**config.mk**
```make
export PLATFORM = sky130hd
export DESIGN_NAME = dcache
export DESIGN_NICKNAME = d
export VERILOG_FILES = /design/src/rtl/dcache.sv
export SDC_FILE = /design/constraint.sdc
export NUM_CORES = 1
export LEC_CHECK = 0
export ABC_AREA = 1
export BUFFER_PORTS_ARGS = -buffer_cell sky130_fd_sc_hd__buf_2
export CORE_MARGIN = 2
export CORE_UTILIZATION = 40
export DETAILED_ROUTE_END_ITERATION = 12
export PLACE_DENSITY_LB_ADDON = 0.2
export SLEW_MARGIN = 40
export SYNTH_ARGS = -nofsm -noshare
export SYNTH_HDL_FRONTEND = slang
export SYNTH_SLANG_ARGS = --single-unit
```
**constraint.sdc**
```tcl
create_clock -name CLK -period 10.3 [get_ports CLK]
set_clock_uncertainty 0.05 [all_clocks]
set_input_delay 2.06 -clock CLK [delete_from_list [all_inputs] [get_ports CLK]]
set_output_delay 2.06 -clock CLK [all_outputs]
set_load 0.03 [all_outputs]
```
**src/rtl/dcache.sv**
```systemverilog
// Direct-mapped write-back, write-allocate data cache: 8 lines x 4 words, 128-bit memory blocks.
// Optional DCACHE_STATS_EN macro adds HIT_COUNT / MISS_COUNT access counters.
module dcache (
   input  logic          CLK,
   input  logic          RESET,
   input  logic          READ,
   input  logic          WRITE,
   input  logic [2:0]    FUNCT3,
   input  logic [31:0]   ADDRESS,
   input  logic [31:0]   WRITEDATA,
   output logic [31:0]   READDATA,
   output logic          BUSYWAIT,
   output logic          MEM_READ,
   output logic          MEM_WRITE,
   output logic [27:0]   MEM_ADDRESS,
   output logic [127:0]  MEM_WRITEDATA,
   input  logic [127:0]  MEM_READDATA,
   input  logic          MEM_BUSYWAIT,
   output logic [1:0]    FSM_STATE
`ifdef DCACHE_STATS_EN
   ,
   output logic [31:0]   HIT_COUNT,
   output logic [31:0]   MISS_COUNT
`endif
);

   // Handshake: READ/WRITE is a request held stable by the CPU; it completes at the
   // posedge where BUSYWAIT is low. Memory side: MEM_READ/MEM_WRITE held until a posedge with MEM_BUSYWAIT low.
   typedef enum logic [1:0] {IDLE = 2'd0, WRITEBACK = 2'd1, FETCH = 2'd2, UPDATE = 2'd3} state_t;

   state_t        state, state_next;
   logic [31:0]   data_mem [8][4];
   logic [24:0]   tag_mem [8];
   logic [7:0]    valid, dirty;
   logic [127:0]  fill_buf;

   logic [2:0]    idx;
   logic [1:0]    word_sel;
   logic          req, hit, access_done;
   logic [31:0]   cur_word, load_val, wdata;
   logic [7:0]    rd_byte;
   logic [15:0]   rd_half;
   logic [3:0]    be;

   assign idx         = ADDRESS[6:4];
   assign word_sel    = ADDRESS[3:2];
   assign req         = READ | WRITE;
   assign hit         = valid[idx] && (tag_mem[idx] == ADDRESS[31:7]);
   assign access_done = !RESET && (state == IDLE) && req && hit;
   assign BUSYWAIT    = !RESET && req && !((state == IDLE) && hit);
   assign FSM_STATE   = state;

   assign cur_word = data_mem[idx][word_sel];
   assign rd_byte  = cur_word[{ADDRESS[1:0], 3'b000} +: 8];
   assign rd_half  = ADDRESS[1] ? cur_word[31:16] : cur_word[15:0];

   always_comb begin
      load_val = cur_word;
      case (FUNCT3)
         3'b000:  load_val = {{24{rd_byte[7]}}, rd_byte};
         3'b001:  load_val = {{16{rd_half[15]}}, rd_half};
         3'b100:  load_val = {24'h0, rd_byte};
         3'b101:  load_val = {16'h0, rd_half};
         default: load_val = cur_word;
      endcase
      READDATA = RESET ? 32'h0 : load_val;
   end

   // Store data is replicated across lanes so the byte enables alone pick the target bytes.
   always_comb begin
      be    = 4'b1111;
      wdata = WRITEDATA;
      case (FUNCT3[1:0])
         2'b00: begin
            be    = 4'b0001 << ADDRESS[1:0];
            wdata = {4{WRITEDATA[7:0]}};
         end
         2'b01: begin
            be    = ADDRESS[1] ? 4'b1100 : 4'b0011;
            wdata = {2{WRITEDATA[15:0]}};
         end
         default: begin
            be    = 4'b1111;
            wdata = WRITEDATA;
         end
      endcase
   end

   always_ff @(posedge CLK) begin
      if (RESET) state <= IDLE;
      else       state <= state_next;
   end

   always_comb begin
      state_next    = state;
      MEM_READ      = 1'b0;
      MEM_WRITE     = 1'b0;
      MEM_ADDRESS   = 28'h0;
      MEM_WRITEDATA = 128'h0;
      case (state)
         IDLE: begin
            if (req && !hit) state_next = dirty[idx] ? WRITEBACK : FETCH;
         end
         WRITEBACK: begin
            MEM_WRITE     = 1'b1;
            MEM_ADDRESS   = {tag_mem[idx], idx};
            MEM_WRITEDATA = {data_mem[idx][3], data_mem[idx][2], data_mem[idx][1], data_mem[idx][0]};
            if (!MEM_BUSYWAIT) state_next = FETCH;
         end
         FETCH: begin
            MEM_READ    = 1'b1;
            MEM_ADDRESS = ADDRESS[31:4];
            if (!MEM_BUSYWAIT) state_next = UPDATE;
         end
         UPDATE: begin
            state_next = IDLE;
         end
         default: state_next = IDLE;
      endcase
      if (RESET) begin
         MEM_READ      = 1'b0;
         MEM_WRITE     = 1'b0;
         MEM_ADDRESS   = 28'h0;
         MEM_WRITEDATA = 128'h0;
      end
   end

   // Line storage carries no reset; valid bits gate every use of it.
   always_ff @(posedge CLK) begin
      if (state == FETCH && !MEM_BUSYWAIT) fill_buf <= MEM_READDATA;
      if (!RESET) begin
         if (state == UPDATE) begin
            for (int w = 0; w < 4; w++) data_mem[idx][w] <= fill_buf[32*w +: 32];
            tag_mem[idx] <= ADDRESS[31:7];
         end else if (access_done && WRITE) begin
            for (int b = 0; b < 4; b++)
               if (be[b]) data_mem[idx][word_sel][8*b +: 8] <= wdata[8*b +: 8];
         end
      end
   end

   always_ff @(posedge CLK) begin
      if (RESET) begin
         valid <= 8'h0;
         dirty <= 8'h0;
      end else if (state == UPDATE) begin
         valid[idx] <= 1'b1;
         dirty[idx] <= 1'b0;
      end else if (access_done && WRITE) begin
         dirty[idx] <= 1'b1;
      end
   end

`ifdef DCACHE_STATS_EN
   // missed remembers that the pending access already counted as a miss.
   logic missed;

   always_ff @(posedge CLK) begin
      if (RESET) begin
         HIT_COUNT  <= 32'h0;
         MISS_COUNT <= 32'h0;
         missed     <= 1'b0;
      end else begin
         if (state == IDLE && req && !hit) begin
            MISS_COUNT <= MISS_COUNT + 32'd1;
            missed     <= 1'b1;
         end
         if (access_done) begin
            if (!missed) HIT_COUNT <= HIT_COUNT + 32'd1;
            missed <= 1'b0;
         end
      end
   end
`endif

endmodule

```
==> After elaboration in Yosys (flattened, before gate mapping) <==
Memories as Yosys holds them, arrays and structs flattened.
Cells that the tools add are included.
{ "totals": {"regBits": 146, "mem_bits_rw": 1224, "in_bits": 200, "output_inout_bits": 193, "word_cells": 1135, "memories": 2} }
{ "mem_list": {"columns": ["name", "words", "width", "read_ports", "rd_clocked_by_memory_dff", "wr", "line_no", "rtl"], "rows": [
  ["data_mem", 8, 128, 1, 0, 1, "32", "logic [31:0] data_mem [8][4];"],
  ["tag_mem", 8, 25, 1, 0, 1, "33", "logic [24:0] tag_mem [8];"]
]} }
{ "classes": {"magnitude_cmp": 4, "eq_ne": 11, "n_shift": 2, "n_mux": 573, "bitwise": 518, "n_reduce_logical": 21} }
{ "op_table": {"columns": ["operator", "count"], "rows": [
  ["$mux W128", 6],
  ["$mux W1", 538],
  ["$or A1 B1 Y1", 513],
  ["$demux W32 S2", 4],
  ["$mux W32", 4],
  ["$pmux W32 S4", 1],
  ["$bmux W32 S2", 1],
  ["$pmux W32 S2", 1],
  ["$pmux W28 S2", 1],
  ["$mux W16", 2],
  ["$shiftx A32 B6 Y8", 1],
  ["$mux W28", 1],
  ["$eq A25 B25 Y1", 1],
  ["$mux W24", 1],
  ["$mux W8", 3],
  ["$or A8 B8 Y8", 2],
  ["$logic_and A1 B1 Y1", 12],
  ["$and A8 B8 Y8", 1],
  ["$mux W2", 4],
  ["$not A8 Y8", 1],
  ["$pmux W2 S4", 1],
  ["$pmux W4 S2", 1],
  ["$bmux W1 S3", 2],
  ["$eq A3 B3 Y1 const B", 2],
  ["other kinds (18)", 25]
]} }

==> Depth between registers and ports, before layout <==
{ "logic_depth": {"word_depth": 13, "depth_mapped": 21, "depth_no_buf": 17} }

==> Least setup slack after synthesis <==
No wires, ideal clock.
{ "synth_timing": {"path_kind": "input-to-reg", "from": "in MEM_BUSYWAIT", "to": "reg fill_buf[0], enable pin", "setup_ns": 0.617, "arrival_time_ns": 7.345, "required_ns": 9.633, "path_slack_ns": 2.289, "stages": 1, "path_buffers": 0, "cell_sequence": "nor2_1"} }
{ "synth_via": {"elab_chain_len": 2} }
{ "synth_rtl": {"columns": ["item", "line_no", "rtl"], "rows": [
  ["start: declaration", "18", "input logic MEM_BUSYWAIT,"],
  ["$logic_not A1 Y1", "130", "if (state == FETCH && !MEM_BUSYWAIT) fill_buf <= MEM_READDATA;"],
  ["$logic_and A1 B1 Y1", "130", null],
  ["end signal: assignment", "130", null],
  ["end: declaration", "35", "logic [127:0] fill_buf;"]
]} }
Every way passes these cells.
A chain may end at the register's enable or synchronous reset.

==> Worst setup path in the final report <==
{ "layout_timing": {"from": "in ADDRESS[6]", "to": "out READDATA[2]"} }
{ "layout_via": {"elab_chain_len": 7, "elab_cells_between_ends": 8, "cone_classes": "shift (1); mux (6); memory (1)"} }
{ "layout_rtl": {"columns": ["item", "line_no", "rtl"], "rows": [
  ["start: declaration", "9", "input logic [31:0] ADDRESS,"],
  ["$mem_v2 Z8 W128 (*)", null, null],
  ["$bmux W32 S2 (*)", "53", "assign cur_word = data_mem[idx][word_sel];"],
  ["$mux W32 (implied by the code) (*) (2 in a row)", "53", null],
  ["$shiftx A32 B6 Y8 / $mux W16 (equally long branches)", "54, 55", null],
  ["$pmux W32 S4 (*)", "59", "case (FUNCT3)"],
  ["$mux W32 (*)", "66", "READDATA = RESET ? 32'h0 : load_val;"],
  ["end: declaration", "11", "output logic [31:0] READDATA,"]
]} }
Mark *: on every way between the ends. The rest lies on a longest branch, timed or not. The select of a mux whose other input is x is not followed.

==> key figures <==
Placement
  • Area post-placement: 0.06259 mm^2
  • Post-DP HPWL: 133.2 mm
  • Final weighted congestion in routability-driven placement: 0.9109
  • Pre-CTS WS: 1700 ps
  • I/O Buffers: 392

Worst hold path
  • Hold/Removal Path Class: register to register

Yosys
  • Synth area leader: edfxtp_1
  • Mean Syn Cell Area: around 12 um^2
  • Post-synthesis sequential area ratio: 70.98%
  • Synth cell count leaders: 1419 x nand2_1, 1352 x edfxtp_1, 508 x inv_1, 319 x nor2_1, 223 x a21oi_1
  • FF+latch count, synth: roughly 1.4k
  • Syn nets: just over 5k
  • Yosys top cell area share: 70.36%
  • Gate Count Post-Synth: 4955
  • Main synth FF type: edfxtp_1
  • Synth top area cells: edfxtp_1 70%, nand2_1 9.2%, inv_1 3.3%
  • Syn Std Cell Area: between 0.05 and 0.06 mm^2
  • EDFF count, synth: ~1.4k
  • Synthesis warning total: 0
  • Async S/R FF share, synth: 0%
  • Distinct cell type count after synthesis: 51
  • Top-count cell post-synth: nand2_1

STA
  • Hold Vio Cnt, Final: 0
  • Max-slew violations: 0
  • Setup TNS: 0 ps
  • Worst Max-Slew Pin Slew: approximately 900 ps
  • RSZ-0062 raised after global routing: false
  • Final Critical Period: 8675 ps
  • Fraction of the cycle the final worst path needs: about 84%
  • Hold slack final: roughly 400 ps
  • Final Worst Setup Slack: 1625 ps
  • Setup violators final: 0
  • Worst slew margin: ~39%
  • Max Freq: 0.1153 GHz

Worst setup path
  • Critical path arrival: ~6600 ps
  • Critical Path Start Type: primary input
  • CP endpoint: READDATA[2]
  • Reg2reg start: tag_mem[4][15]$_DFFE_PP_
  • R2r worst-path depth: 15
  • Max FO, Critical Path: 67
  • Req. time, crit path: 8190 ps
  • Reg-to-reg endpoint: data_mem[6][72]$_DFFE_PP_
  • Critical path startpoint: ADDRESS[6]
  • CP Class: primary input to primary output
  • Worst reg-to-reg setup slack: 6090 ps
  • Critical Path End Type: primary output

Clock network
  • CTS tree: built
  • Worst-skew pair later-pin latency: 790 ps
  • Clock tree sinks: about 1.4k
  • TritonCTS Buffers: 149
  • CTS H-Tree Depth: 4
  • Cts repair resizes: 0
  • Hold_buf cts: 0
  • Root Driver: clkbuf_16
  • Worst-path clk slew: 60 ps
  • Post-CTS Setup Bufs: 0
  • Longest Clk Path Bufs: 3

Detailed routing
  • Via Count: 40.77k
  • Remaining DRCs: 0
  • Initial DRC Count: 5081
  • DR WL/cell: 27.09 um
  • ANT nets after route: 0
  • Drt first pass iters: 6
  • Routed wire length: between 150 and 200 mm
  • Post-DR vias/cell: 5.531

Layout
  • Layout Utilization: 47.01%
  • Layout Nets: 5550
  • Fillcell total: between 10k and 15k
  • Proportion of layout cells with a drive suffix above 1: 16.71%
  • Sequential Area: 0.04096 mm^2
  • Multi-input gate area: 0.01409 mm^2
  • P&R area growth vs syn: 16.90%
  • Design Area, Final: 0.06745 mm^2

GRT
  • Total gr overflow: 0
  • Largest net degree at the start of global routing: 94
  • Total track usage: approximately a quarter
  • Global-route wire length before repair: 278.6 mm
  • Vias in the first global route: 37.40k
  • Initial antenna violation count: 28

Power
  • PD cells: 187.5 mW/mm^2
  • Leakage dissipation: 25.65 nW
  • Peak supply drop: 125.6 uV

Die
  • Die Ht: between 300 and 400 um
  • Core region area: 0.1435 mm^2
  • Area of the die: 0.1473 mm^2
  • Rows: between 100 and 150
  • Die Width: ~380 um
  • Starting Density: around two fifths
  • Ports: 393

Outcome
  • Outcome: completed

Flow run
  • Max-cap violations: 0
-- flip-flops by register name (all words and copies together), names as in the netlist, named ones only --
register and cells:
fill_buf 128, FSM_STATE 2, data_mem 1024, tag_mem 200, valid 8
-- report_power, final --
part / total [mW] / leakage, nW / switching (mW) / internal, mW
combinational: 1.04 / 11.0 / 0.803 / 0.232
sequential: 6.26 / 12.3 / 0.0302 / 6.23
clock: 5.35 / 2.35 / 2.25 / 3.09
-- metal layers --
metal / up-vias / global-route usage [%] / wire length [um]
li1: 18077 / - / -
met1: 20097 / 38.60 / 83540
met2: 2216 / 39.68 / 87950
met3: 364 / 5.578 / 20990
met4: 18 / 9.419 / 7134
met5: - / 0 / 115
-- critical path, stage by stage --
cell and delay, ps:
buf_2 300, nor2_8 530, nand2_4 560, inv_8 730, nand2_1 120, nand2_1 90, inv_1 40, nand4_1 80
inv_1 60, o21ai_0 660, nor2_1 90, nand2_1 130, nand3_1 210, nand2_1 130, nand2_1 60, a21oi_1 400
buf_2 290
-- cell type report --
class | instances | share of cell area (%)
diodes | 6 | 0.02226
clock buffers | 191 | 5.886
clock inverters | 78 | 1.274
inverters | 517 | 2.909
multi-input cells | 2799 | 20.88
flip-flops and latches | 1370 | 60.72
well taps | 1903 | 3.530
repair buffers | 508 | 4.773
-- per-stage QoR --
stage	std cells	power [mW]
2_1_floorplan	4955	6.906
3_3_place_gp	7081	7.378
3_5_place_dp	7097	7.395
4_1_cts	7366	12.68
5_1_grt	7368	12.95
6_report	7372	12.64
-- layout by cell type (no fill, tap or decap), types with 33 or more instances in the layout --
cell type / n
nor2_1: 303
o21ai_0: 104
buf_4: 88
nand3_1: 123
o21ai_1: 42
a21oi_2: 119
nand4_1: 148
a221oi_1: 45
clkbuf_1: 37
a22o_1: 113
clkinv_1: 33
clkbuf_16: 152
a21oi_1: 107
buf_2: 390
edfxtp_1: 1352
inv_1: 503
a22oi_1: 108
nand2_1: 1413
-- cell families after synthesis --
group                    synth area share [%]
AO/OA/AOI/OAI                           7.886
XOR/XNOR                              0.03036
adder cells (fa/ha/maj)                0.1084
buffers and inverters                   5.681
flip-flops                              70.98
AND/OR/NAND/NOR                         15.31
-- worst min-delay path by stage --
| stage | slack (ps) | end | cells after the start | start |
|---|---|---|---|---|
| 5_1_grt | 420 | register | 2 | register |
| 3_3_place_gp | 390 | valid[0]$_SDFFE_PP0N_ | 2 | valid[0]$_SDFFE_PP0N_ |
| 4_1_cts | 410 | register | 2 | register |
| 6_report | 410 | register | 2 | register |
| 2_1_floorplan | 380 | valid[0]$_SDFFE_PP0N_ | 2 | valid[0]$_SDFFE_PP0N_ |
| 3_5_place_dp | 400 | valid[7]$_SDFFE_PP0N_ | 2 | valid[7]$_SDFFE_PP0N_ |
Power figures use the tool's default switching activity.
